### src/rtl/door_control_pkg.sv
// Shared elevator door definitions: state encoding and parameter defaults.
package door_control_pkg;

    localparam int unsigned DOOR_STATE_W     = 2;
    localparam int unsigned MOVE_CYCLES_DEF  = 4;
    localparam int unsigned DWELL_CYCLES_DEF = 10;
    localparam int unsigned TIMER_W_DEF      = 8;

    typedef enum logic [DOOR_STATE_W-1:0] {
        DOOR_CLOSED  = 2'd0,
        DOOR_OPENING = 2'd1,
        DOOR_OPEN    = 2'd2,
        DOOR_CLOSING = 2'd3
    } door_state_e;

endpackage

### src/rtl/door_timer.sv
// Loadable down-counter shared by all door states; saturates at zero.
module door_timer
    import door_control_pkg::*;
#(
    parameter int unsigned TIMER_W = TIMER_W_DEF
) (
    input  logic               clk,
    input  logic               reset,
    input  logic               load,
    input  logic [TIMER_W-1:0] load_value,
    input  logic               dec,
    output logic               zero
);

    logic [TIMER_W-1:0] count;

    // Load has priority over decrement; decrement stops at zero.
    always_ff @(posedge clk) begin
        if (reset) begin
            count <= '0;
        end else if (load) begin
            count <= load_value;
        end else if (dec && (count != '0)) begin
            count <= count - TIMER_W'(1);
        end
    end

    assign zero = (count == '0);

endmodule

### src/rtl/door_control.sv
// Elevator door FSM: open on arrival, dwell, auto/forced close, re-open on hold.
module door_control
    import door_control_pkg::*;
#(
    parameter int unsigned MOVE_CYCLES  = MOVE_CYCLES_DEF,
    parameter int unsigned DWELL_CYCLES = DWELL_CYCLES_DEF,
    parameter int unsigned TIMER_W      = TIMER_W_DEF
) (
    input  logic                    clk,
    input  logic                    reset,
    input  logic                    arrived,
    input  logic                    open_btn,
    input  logic                    close_btn,
    input  logic                    obstruction,
    input  logic                    weight_limit_exceeded,
    output logic [DOOR_STATE_W-1:0] door_state,
    output logic                    door_closed,
    output logic                    depart_ok,
    output logic                    overload_alarm
);

    localparam logic [TIMER_W-1:0] MOVE_LOAD  = TIMER_W'(MOVE_CYCLES - 1);
    localparam logic [TIMER_W-1:0] DWELL_LOAD = TIMER_W'(DWELL_CYCLES - 1);

    door_state_e        state;
    door_state_e        next_state;
    logic               tmr_load;
    logic [TIMER_W-1:0] tmr_load_value;
    logic               tmr_dec;
    logic               tmr_zero;
    logic               hold;

    // Any of these keeps the door open (OPEN) or forces a re-open (CLOSING).
    assign hold = open_btn | obstruction | weight_limit_exceeded;

    door_timer #(
        .TIMER_W (TIMER_W)
    ) u_timer (
        .clk        (clk),
        .reset      (reset),
        .load       (tmr_load),
        .load_value (tmr_load_value),
        .dec        (tmr_dec),
        .zero       (tmr_zero)
    );

    // State register plus registered status outputs.
    always_ff @(posedge clk) begin
        if (reset) begin
            state       <= DOOR_CLOSED;
            door_closed <= 1'b1;
            depart_ok   <= 1'b0;
        end else begin
            state       <= next_state;
            door_closed <= (next_state == DOOR_CLOSED);
            depart_ok   <= (state == DOOR_CLOSING) && (next_state == DOOR_CLOSED);
        end
    end

    // Next-state and timer control.
    always_comb begin
        next_state     = state;
        tmr_load       = 1'b0;
        tmr_load_value = MOVE_LOAD;
        tmr_dec        = 1'b0;
        unique case (state)
            DOOR_CLOSED: begin
                if (arrived || open_btn) begin
                    next_state = DOOR_OPENING;
                    tmr_load   = 1'b1;
                end
            end
            DOOR_OPENING: begin
                if (tmr_zero) begin
                    next_state     = DOOR_OPEN;
                    tmr_load       = 1'b1;
                    tmr_load_value = DWELL_LOAD;
                end else begin
                    tmr_dec = 1'b1;
                end
            end
            DOOR_OPEN: begin
                // close_btn during a hold is dropped, not remembered.
                if (hold) begin
                    tmr_load       = 1'b1;
                    tmr_load_value = DWELL_LOAD;
                end else if (tmr_zero || close_btn) begin
                    next_state = DOOR_CLOSING;
                    tmr_load   = 1'b1;
                end else begin
                    tmr_dec = 1'b1;
                end
            end
            DOOR_CLOSING: begin
                // Re-open beats completion when both happen together.
                if (hold) begin
                    next_state = DOOR_OPENING;
                    tmr_load   = 1'b1;
                end else if (tmr_zero) begin
                    next_state = DOOR_CLOSED;
                end else begin
                    tmr_dec = 1'b1;
                end
            end
            default: next_state = DOOR_CLOSED;
        endcase
    end

    assign door_state     = state;
    assign overload_alarm = (state == DOOR_OPEN) && weight_limit_exceeded;

endmodule

### config.mk
export PLATFORM = sky130hd
export DESIGN_NAME = door_control
export DESIGN_NICKNAME = d
export VERILOG_FILES = /design/src/rtl/door_control_pkg.sv /design/src/rtl/door_timer.sv /design/src/rtl/door_control.sv
export SDC_FILE = /design/constraint.sdc
export NUM_CORES = 1
export LEC_CHECK = 0
export CAP_MARGIN = 25
export CORE_ASPECT_RATIO = 0.9
export CORE_UTILIZATION = 30
export CTS_BUF_LIST = sky130_fd_sc_hd__clkbuf_8
export CTS_CLUSTER_SIZE = 40
export DETAILED_ROUTE_END_ITERATION = 12
export GPL_TIMING_DRIVEN = 0
export PLACE_DENSITY = 0.57
export SLEW_MARGIN = 20
export SYNTH_ARGS = -nofsm -noshare
export SYNTH_HDL_FRONTEND = slang
export SYNTH_SLANG_ARGS = --single-unit
export TNS_END_PERCENT = 30
### constraint.sdc
create_clock -name clk -period 1.9 [get_ports clk]
set_input_delay 0.38 -clock clk [delete_from_list [all_inputs] [get_ports clk]]
set_output_delay 0.38 -clock clk [all_outputs]
set_load 0.1 [all_outputs]
==> impl.org <==
** Route
- In this run, the number of DRC markers left after iteration 0 of detailed routing was 26.
- Routed wire per std cell :: 12.9 um
- In the routed layout, each cell is associated on average with a via count of 4.94.
- Total wire length after detailed routing :: 1990 um
- The first TritonRoute pass finished after 4 iterations.
- Summing over every cut layer, the via total after detailed routing is 765.
- The count of nets left with antenna violations once routing finished came out at 0.
- Post-route DRC violation count :: 0

** Die
- Placeable core region :: 2730 um^2
- Initial Utilization :: 31.5%
- The floorplan step defined a die boundary enclosing 3080 um^2.
- Row generation in the floorplan step produced 18 rows.
- Die outline height :: 52.8 um
- Horizontal die dimension :: 58.4 um
- Io pins :: 12

** Cells and area
- The library cells used most frequently in the layout, excluding fill and tap cells, are nor2_1 (9), dfxtp_1 (9), dlygate4sd2_1 (7).
- Layout overhead on the synthesized area :: 34.9%
- Final cell utilization of the core :: 42.6%
- At the end of the flow, the number of nets in the layout was 128.
- The finished layout holds 155 standard cells, fillers aside.
- Share of final-layout standard cells stronger than drive strength 1 :: 32.2%
- Fill cells in the final layout number 271.
- The repair_antennas step left the layout with diodes totalling 0.

** Clocking
- Clock Sink Count :: 12
- In this run the number of H-tree levels came out at 1.
- TritonCTS built the clock tree.
- TritonCTS created 3 clock buffers.
- Insertion delay to the later sink of the worst-skew pair :: 0.24 ns
- Root cell of the clock tree :: clkbuf_8
- Post-cts hold buffer count :: 0
- Clock-pin slew was measured on the worst setup and hold paths at 0.06 ns.
- Number of buffers between clock root and the deepest sink :: 2

** Setup path
- STA classifies the critical path endpoint as a register.
- For the worst setup path, the data required time is 2.06 ns.
- Critical Path Max Stage Delay :: 0.41 ns
- The worst register-to-register path begins at door_state[1].
- At the worst endpoint, the arrival time is 2.04 ns.
- Crit path max fanout :: 3
- Buffering stage count on the worst path with inverters included :: 1
- Kind of critical path :: in -> reg
- Walking the worst path, the cells encountered are dlygate4sd2_1 > or3_4 > a221o_1 > a22o_1 > a41o_1 > a31oi_1.
- Broken down by cell family, the worst path's largest delay share belongs to compound AO/OA/AOI/OAI gates.
- The worst register-to-register path ends at u_timer.count[1].
- Crit start category :: input pin
- R2r setup slk :: 0.03 ns
- Count of cells along the worst register-to-register path :: 7
- Slowest stage cell on the critical path :: a221o_1

** Min path
- The worst hold path begins at u_timer.count[1].
- Worst Hold Endpoint :: u_timer.count[1]
- Number of stages on the worst hold path :: 2
- The tightest min-delay check is of the reg -> reg type.

** Synth
- Counting flops with an async set or reset pin after synthesis yields a share of 0%.
- Primary FF master, synth :: dfxtp_1
- Top area cells in the synthesized netlist :: dfxtp_1 (28%), ha_1 (7.3%), xor2_1 (5.1%), a21oi_1 (4.1%), o2111ai_1 (4.1%)
- dfxtp_1 takes more of the synthesized area than any other cell.
- Share of the synthesized area in compound gates (AO/OA/AOI/OAI) :: 25.0%
- Each instance of the synthesized netlist takes up on average 9.05 um^2.
- Yosys warning total :: 0
- Post-synthesis sequential area ratio :: 27.9%
- The number of nets handed over by synthesis was 107.
- By area, the combinational part of the netlist is dominated by simple AND/OR/NAND/NOR gates.
- Share of the synthesized area in the top cell type :: 27.9%
- Synthesis inferred 12 register bits.
- Yosys mapped a number of flops with a built-in enable equal to 0.
- Post-synthesis share of cell area spent on xor and xnor gates :: 6.11%
- Fraction of the mapped netlist area in adder cells :: 7.28%
- The synthesized netlist devotes 29.8% of its cell area to simple gates.
- Multiplexer share of the synthesized area :: 0%
- Synthesized instance count :: 95
- Summing every instance area after synthesis gives 860 um^2.
- Number of distinct standard cells referenced by the synthesized netlist :: 40

** Place
- Timing analysis after detailed placement gives a worst setup slack of -0.614 ns.
- After detailed placement, the design holds a cell count of 146.
- I/O Buffers :: 11
- Gpl congestion :: 0.806
- Final HPWL DP :: 1450 um

** STA
- Final hold violation count :: 0
- The number of pins exceeding their max-slew limit in the final report came to 0.
- Setup repair after global routing could not meet its margin everywhere.
- Final period utilization :: 98.5%
- Clock period minus worst slack :: 1.87 ns
- Number of setup violations in the final report :: 0
- Worst clock skew :: 0.00715 ns
- Measured against its own limit, the worst slew margin works out to 36.5%.
- Max Clock Freq :: 0.534 GHz
- Worst setup margin :: 0.0278 ns
- Final-layout setup total negative slack :: 0 ns
- Actual transition at the worst max-transition pin :: 0.957 ns

** GRT
- Antenna violations before repair :: 0
- Number of global-route vias before repair :: 759
- First-pass GRT wire length :: 3420 um
- Entering global routing, the biggest net connects 11 pins.
- Grt total ovfl :: 0
- Overall Global Routing Usage :: 14.5%

** Status
- Status :: completed

** Run
- The tool flagged a number of max-cap violations equal to 0.

** Power
- Power spread over the standard cell area amounts to 946 nW/um^2.
- Part of the total power dissipated in sequential elements :: 28.6%
- Worst-case vdd ir drop :: 0.000385 V
- Net switching is 39.9% of the power.
- Clk network pwr share :: 21.8%
- Final Total Pwr :: 1100 uW
- In this run the power spent charging and discharging nets is 438 uW.
- The share of total power dissipated in combinational logic is 49.6%.
- In this run the static leakage power is 0.000442 uW.
- Internal Pwr Total :: 659 uW
==> registers in the layout (all words and copies together) (netlist names) <==
| name | count |
|---|---|
| depart_ok | 1 |
| u_timer.count | 8 |
| door_state | 2 |
| door_closed | 1 |
==> cell families after synthesis <==
group / Yosys count
AO/OA/AOI/OAI: 28
XOR/XNOR: 6
adder cells (fa/ha/maj): 5
buffers and inverters: 6
flip-flops: 12
AND/OR/NAND/NOR: 38
==> synthesized netlist by cell type, drive strengths merged (2+ instances only) <==
| library cell | n |
|---|---|
| nand2 | 6 |
| a31oi | 2 |
| a22o | 2 |
| nor3 | 5 |
| a22oi | 2 |
| o2111ai | 4 |
| o211ai | 2 |
| or3b | 2 |
| nor2 | 9 |
| nor4 | 2 |
| or2 | 3 |
| inv | 5 |
| o21ai | 2 |
| dfxtp | 12 |
| nor3b | 2 |
| a21o | 2 |
| and2 | 3 |
| a21oi | 8 |
| ha | 5 |
| xor2 | 5 |
==> layout make-up <==
cell class / count / area, um^2 / area share (%)
inverter: 5 / 21.3 / 1.83
clock buffer: 3 / 41.3 / 3.56
sequential: 12 / 249 / 21.5
tap: 40 / 50.0 / 4.32
multi-input combinational: 77 / 647 / 55.8
buffer: 1 / 13.8 / 1.19
clock inverter: 1 / 3.75 / 0.324
timing repair buffer: 16 / 134 / 11.5
==> worst min-delay path, stage by stage, from the launching register on <==
cell and delay (ns):
dfxtp_2 0.33, nand2_1 0.05, a31oi_1 0.08
==> per-stage QoR <==
step,cell area [um^2],hold WS [ns]
2_1_floorplan,887,0.449
3_3_place_gp,1050,0.487
3_5_place_dp,1050,0.495
4_1_cts,1110,0.502
5_1_grt,1160,0.535
6_report,1160,0.497
==> power groups by stage <==
stage | combinational [uW] | clock [uW] | sequential (uW)
5_1_grt | 594 | 255 | 317
3_3_place_gp | 478 | 0 | 315
2_1_floorplan | 304 | 0 | 387
4_1_cts | 502 | 247 | 310
6_report | 544 | 239 | 314
3_5_place_dp | 481 | 0 | 316
==> metal layers <==
layer	global-route usage [%]	part of all wire (%)	vias to the layer above	routed length [um]
met5	0	0	-	0
met4	5.16	1.7	0	33
met3	2.72	3.8	5	76
met2	24.1	44	11	870
met1	18.8	51	349	1010
li1	-	-	400	-
==> timing repair <==
item                                    in CTS  in global routing
resized for setup                           17                  7
endpoints found under the hold margin        0                  0
pin swaps                                    4                  9
buffers inserted                             0                  5
endpoints found under the setup margin      15                 11
==> worst max-delay path by stage <==
stage                       endpoint  cells after the start             startpoint  slack (ns)
floorplan           u_timer.count[1]                      7          door_state[0]       -0.07
global placement      overload_alarm                      3  weight_limit_exceeded       -0.60
detailed placement    overload_alarm                      3  weight_limit_exceeded       -0.61
CTS                 u_timer.count[3]                      6          door_state[0]       -0.06
global route           door_state[0]                      7       u_timer.count[1]       -0.04
finish              u_timer.count[1]                      6  weight_limit_exceeded        0.03
(Power assumes the default switching activity.)
